--- config.mk ---
export PLATFORM = sky130hd
export DESIGN_NAME = board_io_ctrl
export DESIGN_NICKNAME = d
export VERILOG_FILES = /design/src/rtl/board_io_pkg.sv /design/src/rtl/gpio_debounce.sv /design/src/rtl/board_io_ctrl.sv
export SDC_FILE = /design/constraint.sdc
export NUM_CORES = 1
export LEC_CHECK = 0
export CAP_MARGIN = 20
export CORE_MARGIN = 2
export CORE_UTILIZATION = 64
export DETAILED_ROUTE_END_ITERATION = 7
export DONT_BUFFER_PORTS = 1
export PLACE_DENSITY_LB_ADDON = 0.05
export REMOVE_ABC_BUFFERS = 1
export SLEW_MARGIN = 20
export SYNTH_ARGS = -nofsm -noshare
export SYNTH_HDL_FRONTEND = slang
export SYNTH_HIERARCHICAL = 1
export SYNTH_SLANG_ARGS = --single-unit
--- constraint.sdc ---
create_clock -name clk -period 3.3 [get_ports clk]
set_input_delay 0.66 -clock clk [delete_from_list [all_inputs] [get_ports clk]]
set_output_delay 0.66 -clock clk [all_outputs]
set_load 0.02 [all_outputs]
--- src/rtl/board_io_pkg.sv ---
// board_io_pkg: shared constants for the board I/O controller.
// Button bit order is {btnc, btnr, btnd, btnl, btnu}.
package board_io_pkg;

    localparam int BTN_U   = 0;
    localparam int BTN_L   = 1;
    localparam int BTN_D   = 2;
    localparam int BTN_R   = 3;
    localparam int BTN_C   = 4;

    localparam int LED_W   = 8;
    localparam int BTN_W   = 5;
    localparam int SW_W    = 8;

    // Switch that selects automatic (1) or manual (0) owner selection
    localparam int SW_MODE = 7;

    // LED value shown when the owner is not requesting (no heartbeat build)
    localparam logic [LED_W-1:0] IDLE_PATTERN = 8'h00;

endpackage

--- src/rtl/gpio_debounce.sv ---
// gpio_debounce: 2-FF synchronizer followed by a counter-based debouncer.
// The stable level flips once the synchronized input has disagreed with it
// for DEBOUNCE_CYCLES counted samples; any agreeing sample restarts the count.
module gpio_debounce #(
    parameter int DEBOUNCE_CYCLES = 250000
) (
    input  logic clk,
    input  logic rst,
    input  logic i_raw,
    output logic o_level
);

    localparam int               CNT_W    = $clog2(DEBOUNCE_CYCLES + 1);
    localparam logic [CNT_W-1:0] CNT_LAST = CNT_W'(DEBOUNCE_CYCLES);

    logic             r_sync1;
    logic             r_sync2;
    logic             r_level;
    logic [CNT_W-1:0] r_cnt;

    // Two-flop synchronizer for the asynchronous board input
    always_ff @(posedge clk or posedge rst) begin
        if (rst) begin
            r_sync1 <= 1'b0;
            r_sync2 <= 1'b0;
        end else begin
            r_sync1 <= i_raw;
            r_sync2 <= r_sync1;
        end
    end

    // Count consecutive disagreeing samples; adopt the new level at the limit
    always_ff @(posedge clk or posedge rst) begin
        if (rst) begin
            r_cnt   <= '0;
            r_level <= 1'b0;
        end else if (r_sync2 == r_level) begin
            r_cnt   <= '0;
        end else if (r_cnt == CNT_LAST) begin
            r_cnt   <= '0;
            r_level <= r_sync2;
        end else begin
            r_cnt   <= r_cnt + CNT_W'(1);
        end
    end

    assign o_level = r_level;

endmodule

--- src/rtl/board_io_ctrl.sv ---
// board_io_ctrl: debounces buttons/switches and arbitrates one LED bank
// between NUM_SRC requesters (manual via buttons, or automatic round-robin).
// Optional feature macro: BOARD_IO_HEARTBEAT_EN (idle LED shows a heartbeat).
module board_io_ctrl
    import board_io_pkg::*;
#(
    parameter int NUM_SRC         = 4,
    parameter int DEBOUNCE_CYCLES = 250000,
    parameter int DWELL_CYCLES    = 50000000,
    parameter int HB_DIV_LOG2     = 24
) (
    input  logic                       clk,
    input  logic                       rst,
    input  logic [BTN_W-1:0]           btn_raw,
    input  logic [SW_W-1:0]            sw_raw,
    input  logic [NUM_SRC*LED_W-1:0]   src_leds,
    input  logic [NUM_SRC-1:0]         src_req,
    output logic [LED_W-1:0]           led,
    output logic [$clog2(NUM_SRC)-1:0] owner,
    output logic                       frozen,
    output logic [BTN_W-1:0]           btn_pulse,
    output logic [SW_W-1:0]            sw_db
);

    localparam int                 OWN_W      = $clog2(NUM_SRC);
    localparam logic [OWN_W-1:0]   OWN_LAST   = OWN_W'(NUM_SRC - 1);
    localparam int                 DWELL_W    = $clog2(DWELL_CYCLES);
    localparam logic [DWELL_W-1:0] DWELL_LAST = DWELL_W'(DWELL_CYCLES - 1);
    localparam int                 IN_W       = BTN_W + SW_W;

    if (NUM_SRC < 2 || NUM_SRC > 8 || DEBOUNCE_CYCLES < 1 ||
        DWELL_CYCLES < 2 || HB_DIV_LOG2 < 1) begin : g_bad_params
        $error("board_io_ctrl: parameter out of range");
    end

    logic [IN_W-1:0]    w_raw_all;
    logic [IN_W-1:0]    w_db_all;
    logic [BTN_W-1:0]   w_btn_db;
    logic               w_mode;
    logic               w_mode_chg;
    logic               w_dwell_last;
    logic               w_dwell_tc;
    logic               w_frozen_next;
    logic [LED_W-1:0]   w_idle;
    logic [LED_W-1:0]   w_led_sel;
    logic [OWN_W-1:0]   w_owner_next;

    logic [BTN_W-1:0]   r_btn_prev;
    logic [BTN_W-1:0]   r_btn_pulse;
    logic               r_mode_prev;
    logic [DWELL_W-1:0] r_dwell;
    logic [OWN_W-1:0]   r_owner;
    logic               r_frozen;
    logic [LED_W-1:0]   r_led;

    // First requester after cur in wrap-around order; cur if nobody else asks
    function automatic logic [OWN_W-1:0] next_requester(
        input logic [OWN_W-1:0]   cur,
        input logic [NUM_SRC-1:0] req
    );
        logic [OWN_W-1:0] pick;
        logic             found;
        int               k;
        pick  = cur;
        found = 1'b0;
        for (int i = 1; i < NUM_SRC; i++) begin
            k = int'(cur) + i;
            if (k >= NUM_SRC) k = k - NUM_SRC;
            if (!found && req[k]) begin
                pick  = OWN_W'(k);
                found = 1'b1;
            end
        end
        return pick;
    endfunction

    assign w_raw_all = {sw_raw, btn_raw};

    for (genvar gi = 0; gi < IN_W; gi++) begin : g_debounce
        gpio_debounce #(
            .DEBOUNCE_CYCLES(DEBOUNCE_CYCLES)
        ) u_debounce (
            .clk     (clk),
            .rst     (rst),
            .i_raw   (w_raw_all[gi]),
            .o_level (w_db_all[gi])
        );
    end

    assign w_btn_db     = w_db_all[BTN_W-1:0];
    assign w_mode       = w_db_all[BTN_W + SW_MODE];
    assign w_mode_chg   = (w_mode != r_mode_prev);
    assign w_dwell_last = (r_dwell == DWELL_LAST);
    assign w_dwell_tc   = w_dwell_last && !w_mode_chg;

    // Registered one-cycle pulse on each debounced button rising edge
    always_ff @(posedge clk or posedge rst) begin
        if (rst) begin
            r_btn_prev  <= '0;
            r_btn_pulse <= '0;
        end else begin
            r_btn_prev  <= w_btn_db;
            r_btn_pulse <= w_btn_db & ~r_btn_prev;
        end
    end

    // Dwell counter; restarts at terminal count or whenever the mode flips
    always_ff @(posedge clk or posedge rst) begin
        if (rst) begin
            r_mode_prev <= 1'b0;
            r_dwell     <= '0;
        end else begin
            r_mode_prev <= w_mode;
            if (w_mode_chg || w_dwell_last) r_dwell <= '0;
            else                            r_dwell <= r_dwell + DWELL_W'(1);
        end
    end

    // Owner selection: round-robin on dwell expiry, or button stepping
    always_comb begin
        w_owner_next = r_owner;
        if (w_mode) begin
            if (w_dwell_tc) w_owner_next = next_requester(r_owner, src_req);
        end else if (r_btn_pulse[BTN_U]) begin
            w_owner_next = '0;
        end else if (r_btn_pulse[BTN_R] && !r_btn_pulse[BTN_L]) begin
            w_owner_next = (r_owner == OWN_LAST) ? '0 : r_owner + OWN_W'(1);
        end else if (r_btn_pulse[BTN_L] && !r_btn_pulse[BTN_R]) begin
            w_owner_next = (r_owner == '0) ? OWN_LAST : r_owner - OWN_W'(1);
        end
    end

    // Owner register
    always_ff @(posedge clk or posedge rst) begin
        if (rst) r_owner <= '0;
        else     r_owner <= w_owner_next;
    end

`ifdef BOARD_IO_HEARTBEAT_EN
    logic [HB_DIV_LOG2-1:0] r_hb_cnt;

    // Free-running heartbeat divider; its MSB blinks led[0] when idle
    always_ff @(posedge clk or posedge rst) begin
        if (rst) r_hb_cnt <= '0;
        else     r_hb_cnt <= r_hb_cnt + HB_DIV_LOG2'(1);
    end

    assign w_idle = {{(LED_W-1){1'b0}}, r_hb_cnt[HB_DIV_LOG2-1]};
`else
    assign w_idle = IDLE_PATTERN;
`endif

    // The freeze toggle applies before this cycle's LED load, so a freeze
    // landing together with an owner change keeps the currently shown value
    assign w_frozen_next = r_frozen ^ r_btn_pulse[BTN_C];
    assign w_led_sel     = src_req[r_owner] ? src_leds[int'(r_owner)*LED_W +: LED_W]
                                            : w_idle;

    // Freeze flag and LED register
    always_ff @(posedge clk or posedge rst) begin
        if (rst) begin
            r_frozen <= 1'b0;
            r_led    <= '0;
        end else begin
            r_frozen <= w_frozen_next;
            if (!w_frozen_next) r_led <= w_led_sel;
        end
    end

    assign led       = r_led;
    assign owner     = r_owner;
    assign frozen    = r_frozen;
    assign btn_pulse = r_btn_pulse;
    assign sw_db     = w_db_all[IN_W-1:BTN_W];

endmodule

==> results of run 1 <==
[kinds of logic (layout without fill, tap and decap cells)]
logic type,after synthesis,in the layout,synth area share
buffers and inverters,133,164,0.0351
DFF,321,321,0.499
muxes,26,26,0.0282
and+or+nand+nor,747,747,0.245
AOI/OAI and AO/OA,90,90,0.0484
xor gates and xnor gates,222,222,0.121
adders and majority gates,30,30,0.0233
other,0,3,0
[state kept, by name (all words and copies together), names as in the netlist]
name                           flops
owner                              2
g_debounce.u_debounce/r_cnt      234
g_debounce.u_debounce/r_sync1     13
led                                8
r_mode_prev                        1
g_debounce.u_debounce/o_level     13
g_debounce.u_debounce/r_sync2     13
r_dwell                           26
r_btn_prev                         5
frozen                             1
btn_pulse                          5
[synth_stat cells (8+ instances only)]
master and count:
nor2_1 281, o21ai_0 36, xor2_1 73, nor3_1 57, clkbuf_1 17, inv_1 97
buf_4 14, and3_2 13, nor4_1 65, o41ai_4 13, mux2_2 14, ha_1 30
nand4_4 13, nand2_1 71, nand3_1 105, dfrtp_1 321, or4_4 13, or4_1 13
nand2b_1 8, or3_1 27, nor2b_1 8, xnor2_1 149, mux4_1 10, nand4_1 56
a21oi_1 31
[metrics by stage]
step	setup slack [ns]	util	cell area (um2)	cells
floorplan	0.742	-	15900	1533
global placement	0.933	0.655	16300	1869
detailed placement	0.906	0.655	16300	1869
CTS	0.881	0.704	17600	1930
global route	0.781	0.705	17600	1932
finish	0.884	0.705	17600	1933
[final timing paths]
| kind | start | to | slack (ns) | cells past startpoint |
|---|---|---|---|---|
| setup / recovery | owner[0] | owner[1] | 0.88 | 7 |
| hold / removal | rst | g_debounce[7].u_debounce/r_cnt[8] | 0.18 | 1 |
| setup reg to reg | owner[0] | owner[1] | 0.88 | 7 |
| hold reg to reg | g_debounce[6].u_debounce/r_sync1 | g_debounce[6].u_debounce/r_sync2 | 0.34 | 0 |
| max in group asynchronous | rst | r_dwell[5] | 2.48 | 2 |
| min in group clk | btn_raw[4] | g_debounce[4].u_debounce/r_sync1 | 0.18 | 0 |
[power groups by stage]
stage	registers (W)	clock network, W	logic (W)
floorplan	0.00414	0	0.000252
detailed placement	0.00415	0	0.000330
global placement	0.00415	0	0.000323
global route	0.00409	0.00438	0.000378
CTS	0.00408	0.00424	0.000334
finish	0.00408	0.00412	0.000324
[area by class of cell]
cell class	count	area [um2]
repair buffers	6	45.0
clock inverters	10	159
well taps	330	413
inverters	97	364
diodes	3	7.51
fillers	1900	7370
clock buffers	51	1080
multi-input cells	1115	7490
flip-flops and latches	321	8030
[per-layer routing]
layer,share of wire,GRT usage,vias to the layer above
met3,0.046,0.0479,58
met4,0.023,0.0680,4
met5,0.00088,0,-
met2,0.46,0.366,177
met1,0.47,0.325,5408
li1,-,-,5447
[worst register-to-register path: stages, from the launching register on]
cell	delay [ns]
dfrtp_1	0.61
inv_1	0.14
ha_1	0.43
mux4_1	0.32
or3_1	0.42
nand4_1	0.13
a22oi_1	0.09
a2bb2oi_2	0.16
==> flow_summary.toml, run 1 <==
[place]
gp_congestion = 0.792
dp_hpwl_um = 19300
numPortBuffers = 0

[sta]
layout_min_cycle_time_ns = 2.42
slew_headroom = 0.327
setup_viol = 0
slew_violations = 0
hold_viol = 0
finalClockSkew_ns = 0.00981
rsz0062_at_grt = "no"
setup_tns_ns = 0
worst_pin_slew_ns = 1.01
period_share = 0.732
timing.fmax_ghz = 0.414
holdWs_ns = 0.179

[logic_synthesis]
syn-cell-area_mm2 = 0.0161
yosys.area.top_type = "dfrtp_1"
yosysSeqAreaShare = 0.499
synth_enable_flop_cells = 0
ys_seq_elements = 321
async_reset_ff_frac = 1.00
ys.warnings.count = 6
synth_flop_cell = "dfrtp_1"
syn_inst = 1569
ys_types = 45
syn_avg_cell_area_um2 = 10.3
synth_area_leaders = "dfrtp_1, xnor2_1, nor2_1, xor2_1, nand3_1"
synth_top_area_frac = 0.499

[drt]
drt-total-wl_um = 29500
num_vias = 11100
drcViolationCount = 0
viasPerCell = 5.74
wl_per_cell_um = 15.2
dr.pass1.iters = 5
ant_nets = 0
drt_iter0_drc = 701

[die]
die_w_um = 163
design.core.area_mm2 = 0.0250
dieArea_mm2 = 0.0264
std_cell_rows = 58
start_util = 0.644
io_pins = 75
die_h_um = 163

[clocking]
cts_hold_buf = 0
cts_made_buffers = 36
path_clk_slew_ns = 0.06
postCtsSetupRepairBufs = 0
clockBufferDepth = 3
root_buffer = "clkbuf_16"
clock_sinks = 321
cts_tree = "done"
cts_resized = 0
clk_latency_ns = 0.51
ctsHtreeMaxLevel = 2

[power_and_ir_drop]
p_switching_w = 0.00184
power.internal_w = 0.00669
power.total_w = 0.00853
combinationalPowerShare = 0.038
ir_drop_mv = 0.383
pwr-share-seq = 0.478
power_density_mw_per_mm2 = 485
clkPwrFrac = 0.484
swShare = 0.215
leakagePower_nw = 7.72

[worst_setup_path]
critPathCaptureType = "flop"
worstPathArrival_ns = 2.80
cp-start-kind = "flop"
cp_top_family = "flip-flops"
critPathMaxStageDelay_ns = 0.61
worstPathRequired_ns = 3.68
path_buf_inv = 1
slowest_stage = "dfrtp_1"
critPathMaxFanout = 8
worstSetupPathType = "reg2reg"
crit_chain = "inv_1 -> ha_1 -> mux4_1 -> or3_1 -> nand4_1 -> a22oi_1 -> a2bb2oi_2"

[grt]
gr-usage-all-layers = 0.231
grt_max_degree = 35
grt_pass1_vias = 10800
overflow = 0
antenna_found_initial = 5
grt_first_pass_wirelength_um = 51000

[job]
drv_cap = 0

[cells_and_area]
final_cell_mix = "dfrtp_1, nor2_1, xnor2_1"
nets = 1658
area_growth_pct = 9.34
final_common_cell = "dfrtp_1"
drive_gt1_frac = 0.0850

[min_path]
hold_path_class = "in2async"

[outcome]
status = "finished, final reports clean"
Power figures use the tool's default switching activity.
==> inputs of run 2 (changes only) <==
clock period = 2.5 ns   (was 3.3 ns; I/O delays follow)
==> flow_summary.toml, run 2 (same netlist as run 1, synthesis figures left out) <==
[worst_setup_path]
slowest_stage = "or3_1"
critPathMaxStageDelay_ns = 0.41
worstSetupPathType = "reg2reg"
worstPathRequired_ns = 2.88
crit_chain = "inv_1 -> ha_1 -> mux4_1 -> or3_1 -> nand4_1 -> a22oi_1 -> a2bb2oi_2"
r2r-start = "owner[0]"
critPathLaunch = "owner[0]"
worstPathArrival_ns = 2.41
cp-start-kind = "flop"
critPathCaptureType = "flop"
critPathMaxFanout = 6

[grt]
gr-usage-all-layers = 0.235
antenna_found_initial = 1
overflow = 0
grt_pass1_vias = 11000
grt_max_degree = 32
grt_first_pass_wirelength_um = 52000

[clocking]
path_clk_slew_ns = 0.06
clk_latency_ns = 0.51
cts_made_buffers = 35
clockBufferDepth = 3
root_buffer = "clkbuf_16"
ctsHtreeMaxLevel = 2
cts_tree = "done"
clock_sinks = 321
postCtsSetupRepairBufs = 0

[sta]
timing.fmax_ghz = 0.495
setup_viol = 0
period_share = 0.808
finalClockSkew_ns = 0.0129
rsz0062_at_grt = "no"
slew_violations = 0
hold_viol = 2
worst_pin_slew_ns = 0.820
layout_min_cycle_time_ns = 2.02
setup_ws_ns = 0.479
slew_headroom = 0.452
holdWs_ns = -0.00212

[die]
std_cell_rows = 58
dieArea_mm2 = 0.0264
start_util = 0.644
io_pins = 75
design.core.area_mm2 = 0.0250
die_w_um = 163
die_h_um = 163

[drt]
wl_per_cell_um = 15.2
viasPerCell = 5.65
dr.pass1.iters = 7
drt_iter0_drc = 647
drcViolationCount = 0
drt-total-wl_um = 29600
num_vias = 11000
ant_nets = 0

[place]
dp_hpwl_um = 19900
gp_congestion = 0.793
numPortBuffers = 0
place_ws_ns = 0.493

[power_and_ir_drop]
ir_drop_mv = 0.616
swShare = 0.221
combinationalPowerShare = 0.042
power_density_mw_per_mm2 = 616
clkPwrFrac = 0.463
power.total_w = 0.0109
power.internal_w = 0.00848
pwr-share-seq = 0.494
leakagePower_nw = 7.78
p_switching_w = 0.00241

[cells_and_area]
largest_reg_flops = 234
drive_gt1_frac = 0.0937
fillerInstances = 1871
top_register = "g_debounce.u_debounce/r_cnt"
final_cell_mix = "dfrtp_1, nor2_1, xnor2_1"
final_common_cell = "dfrtp_1"
top_regs = "g_debounce.u_debounce/r_cnt x234, r_dwell x26"
nets = 1680
area_growth_pct = 9.88

[outcome]
status = "complete, but fails checks"
violations = "hold timing"

[job]
drv_cap = 0

[min_path]
hold_path_class = "in2async"
-- run 2: routing by layer --
layer | share of wire | wire length, um | GRT usage
met5 | 0 | 0 | 0
met4 | 0.015 | 459 | 0.0591
met1 | 0.48 | 14200 | 0.335
met3 | 0.036 | 1070 | 0.0390
met2 | 0.47 | 13900 | 0.382
-- run 2: critical path: cells and delay by family (launching register included) --
| kind | cells | cell delay (ns) |
|---|---|---|
| AND/OR/NAND/NOR | 2 | 0.54 |
| adder cells (fa/ha/maj) | 1 | 0.40 |
| flip-flops | 1 | 0.34 |
| multiplexers | 1 | 0.33 |
| AO/OA/AOI/OAI | 2 | 0.25 |
| buffers and inverters | 1 | 0.07 |
-- run 2: what timing repair did --
item                                   CTS  global route
hold buffers                             6             0
endpoints found under the hold margin    6             0
resized for setup                        0             0
-- run 2: path summary, 6_finish.rpt --
check	slack [ns]	depth (start not counted)	end
worst min-delay path	-0.002	1	r_dwell[3]
max in group asynchronous	1.88	2	frozen
worst max-delay path	0.48	7	owner[1]
worst min register to register	0.35	0	g_debounce[3].u_debounce/r_sync2
worst max register to register	0.48	7	owner[1]
min in group clk	0.02	0	g_debounce[2].u_debounce/r_sync1
-- run 2: area by class of cell --
type | count | area (um2) | share of cell area
sequential | 321 | 8030 | 0.454
multi-input combinational | 1115 | 7490 | 0.424
clock buffer | 49 | 1050 | 0.0594
tap | 330 | 413 | 0.0234
inverter | 97 | 364 | 0.0206
timing repair buffer | 29 | 233 | 0.0132
clock inverter | 11 | 91.3 | 0.00517
antenna | 1 | 2.50 | 0.000142
-- run 2: through the flow --
step	instance area, um2	utilization	hold slack, ns	setup TNS [ns]	std cells
after floorplan	15900	-	0.331	-0.0584	1533
after CTS	17700	0.708	0.00122	0	1952
after global placement	16500	0.660	0.331	0	1886
after detailed placement	16500	0.660	0.336	0	1886
after global routing	17700	0.708	0.000222	0	1952
final	17700	0.708	-0.00212	0	1953
-- run 2: power groups by stage --
| stage | sequential [W] | clock [W] | combinational [W] |
|---|---|---|---|
| after floorplan | 0.00546 | 0 | 0.000332 |
| after global placement | 0.00547 | 0 | 0.000448 |
| after detailed placement | 0.00547 | 0 | 0.000460 |
| after CTS | 0.00538 | 0.00517 | 0.000474 |
| after global routing | 0.00539 | 0.00540 | 0.000530 |
| final | 0.00538 | 0.00504 | 0.000459 |
==> inputs of run 3 (changes only) <==
clock period = 2 ns   (was 2.5 ns; I/O delays follow)
==> flow_summary.toml, run 3 (same netlist as run 1, synthesis figures left out) <==
[power_and_ir_drop]
ir_drop_mv = 0.786
leakagePower_nw = 7.98
power_density_mw_per_mm2 = 766

[worst_setup_path]
cp-start-kind = "flop"
critPathCaptureType = "flop"
worstPathRequired_ns = 2.39
worstSetupPathType = "reg2reg"
crit_chain = "inv_1 -> ha_4 -> mux4_2 -> or3_1 -> nand4_1 -> a22oi_1 -> a2bb2oi_2"
critPathMaxFanout = 3
critPathMaxStageDelay_ns = 0.41
worstPathArrival_ns = 2.33
slowest_stage = "or3_1"

[grt]
antenna_found_initial = 1
use_met1 = 0.338
overflow = 0
busiest_layer = "met2"
grt_max_degree = 42
grt_pass1_vias = 11200
grt_first_pass_wirelength_um = 53000
globalRouteMet3Util = 0.0374
gr-usage-all-layers = 0.240
grt_use_met2 = 0.390

[die]
start_util = 0.644
design.core.area_mm2 = 0.0250
die_h_um = 163
io_pins = 75
std_cell_rows = 58
dieArea_mm2 = 0.0264
die_w_um = 163

[cells_and_area]
final_cell_mix = "dfrtp_1, nor2_1, xnor2_1"
fillerInstances = 1834
multi_input_area_mm2 = 0.00750
top_regs = "g_debounce.u_debounce/r_cnt x234, r_dwell x26"
register_area_mm2 = 0.00803
area_growth_pct = 12.2
largest_reg_flops = 234
top_register = "g_debounce.u_debounce/r_cnt"
final_common_cell = "dfrtp_1"
nets = 1722
final_cells = 1995
drive_gt1_frac = 0.113

[clocking]
path_clk_slew_ns = 0.06
clockBufferDepth = 3
cts_tree = "done"
root_buffer = "clkbuf_16"
ctsHtreeMaxLevel = 2
cts_made_buffers = 36
clock_sinks = 321
postCtsSetupRepairBufs = 0
clk_latency_ns = 0.51

[place]
place_ws_ns = 0.0441
dp_hpwl_um = 20500
numPortBuffers = 0
gp_congestion = 0.795
dp.cells = 1919

[sta]
timing.fmax_ghz = 0.516
worst_pin_slew_ns = 0.898
layout_min_cycle_time_ns = 1.94
slew_headroom = 0.399
finalClockSkew_ns = 0.0182
hold_viol = 0
rsz0062_at_grt = "yes"
setup_viol = 0
period_share = 0.969
setup_ws_ns = 0.0611
slew_violations = 0

[drt]
drt-total-wl_um = 30200
viasPerCell = 5.65
dr.pass1.iters = 5
num_vias = 11300
drt_iter0_drc = 647
drcViolationCount = 0
ant_nets = 0
wl_per_cell_um = 15.1

[outcome]
status = "finished, final reports clean"

[min_path]
hold_path_class = "in2reg"

[job]
drv_cap = 0
## run 3: cell count changes in the layout (fill, tap and decap cells not counted), sizes merged
cell,delta
dlygate4sd3,+8
clkinvlp,-2
clkinv,+1
buf,+33
bufinv,+2
## run 3: cell type report
type                       instances  share of cell area
inverter                          97              0.0202
sequential                       321               0.445
clock buffer                      49              0.0571
multi-input combinational       1115               0.415
tap                              330              0.0229
timing repair buffer              70              0.0317
antenna                            1            0.000139
clock inverter                    12             0.00762
## run 3: what timing repair did
item / CTS / global route
hold endpoints to repair: 334 / 0
endpoints found under the setup margin: 0 / 2
hold buffers: 14 / 0
resized for setup: 0 / 4
## run 3: path summary, 6_finish.rpt
kind,start,slack (ns),endpoint,cells past startpoint
worst max-delay path,owner[0],0.06,owner[1],7
worst min-delay path,src_leds[30],0.30,led[6],3
worst max register to register,owner[0],0.06,owner[1],7
worst min register to register,g_debounce[1].u_debounce/r_sync1,0.35,g_debounce[1].u_debounce/r_sync2,0
max in group asynchronous,rst,0.47,g_debounce[9].u_debounce/r_cnt[10],2
min in group asynchronous,rst,0.75,btn_pulse[3],2
## run 3: stage by stage
| stage | total power, W | hold slack [ns] | util | area [um2] | TNS, ns |
|---|---|---|---|---|---|
| after detailed placement | 0.00744 | 0.226 | 0.670 | 16700 | 0 |
| after global placement | 0.00742 | 0.214 | 0.670 | 16700 | 0 |
| after CTS | 0.0140 | 0.281 | 0.723 | 18000 | 0 |
| after floorplan | 0.00724 | 0.331 | - | 15900 | -0.800 |
| after global routing | 0.0144 | 0.333 | 0.723 | 18100 | -0.0374 |
| final | 0.0138 | 0.296 | 0.723 | 18100 | 0 |
## run 3: worst max-delay path: cells and delay by family (launching register included)
kind,cells,cell delay [ns]
multiplexers,1,0.29
flip-flops,1,0.38
AO/OA/AOI/OAI,2,0.24
adder cells (fa/ha/maj),1,0.24
AND/OR/NAND/NOR,2,0.54
buffers and inverters,1,0.14
## run 3: where the power goes
part | internal (W) | leakage, nW | switching [W]
combinational | 0.000236 | 3.03 | 0.000382
sequential | 0.00660 | 4.37 | 0.000128
clock | 0.00398 | 0.580 | 0.00251
total | 0.0108 | 7.98 | 0.00302
## run 3: routing by layer
layer | vias to the layer above | wire (um)
met5 | - | 0
met4 | 0 | 659
met3 | 52 | 1170
met2 | 172 | 14200
met1 | 5485 | 14200
li1 | 5553 | -
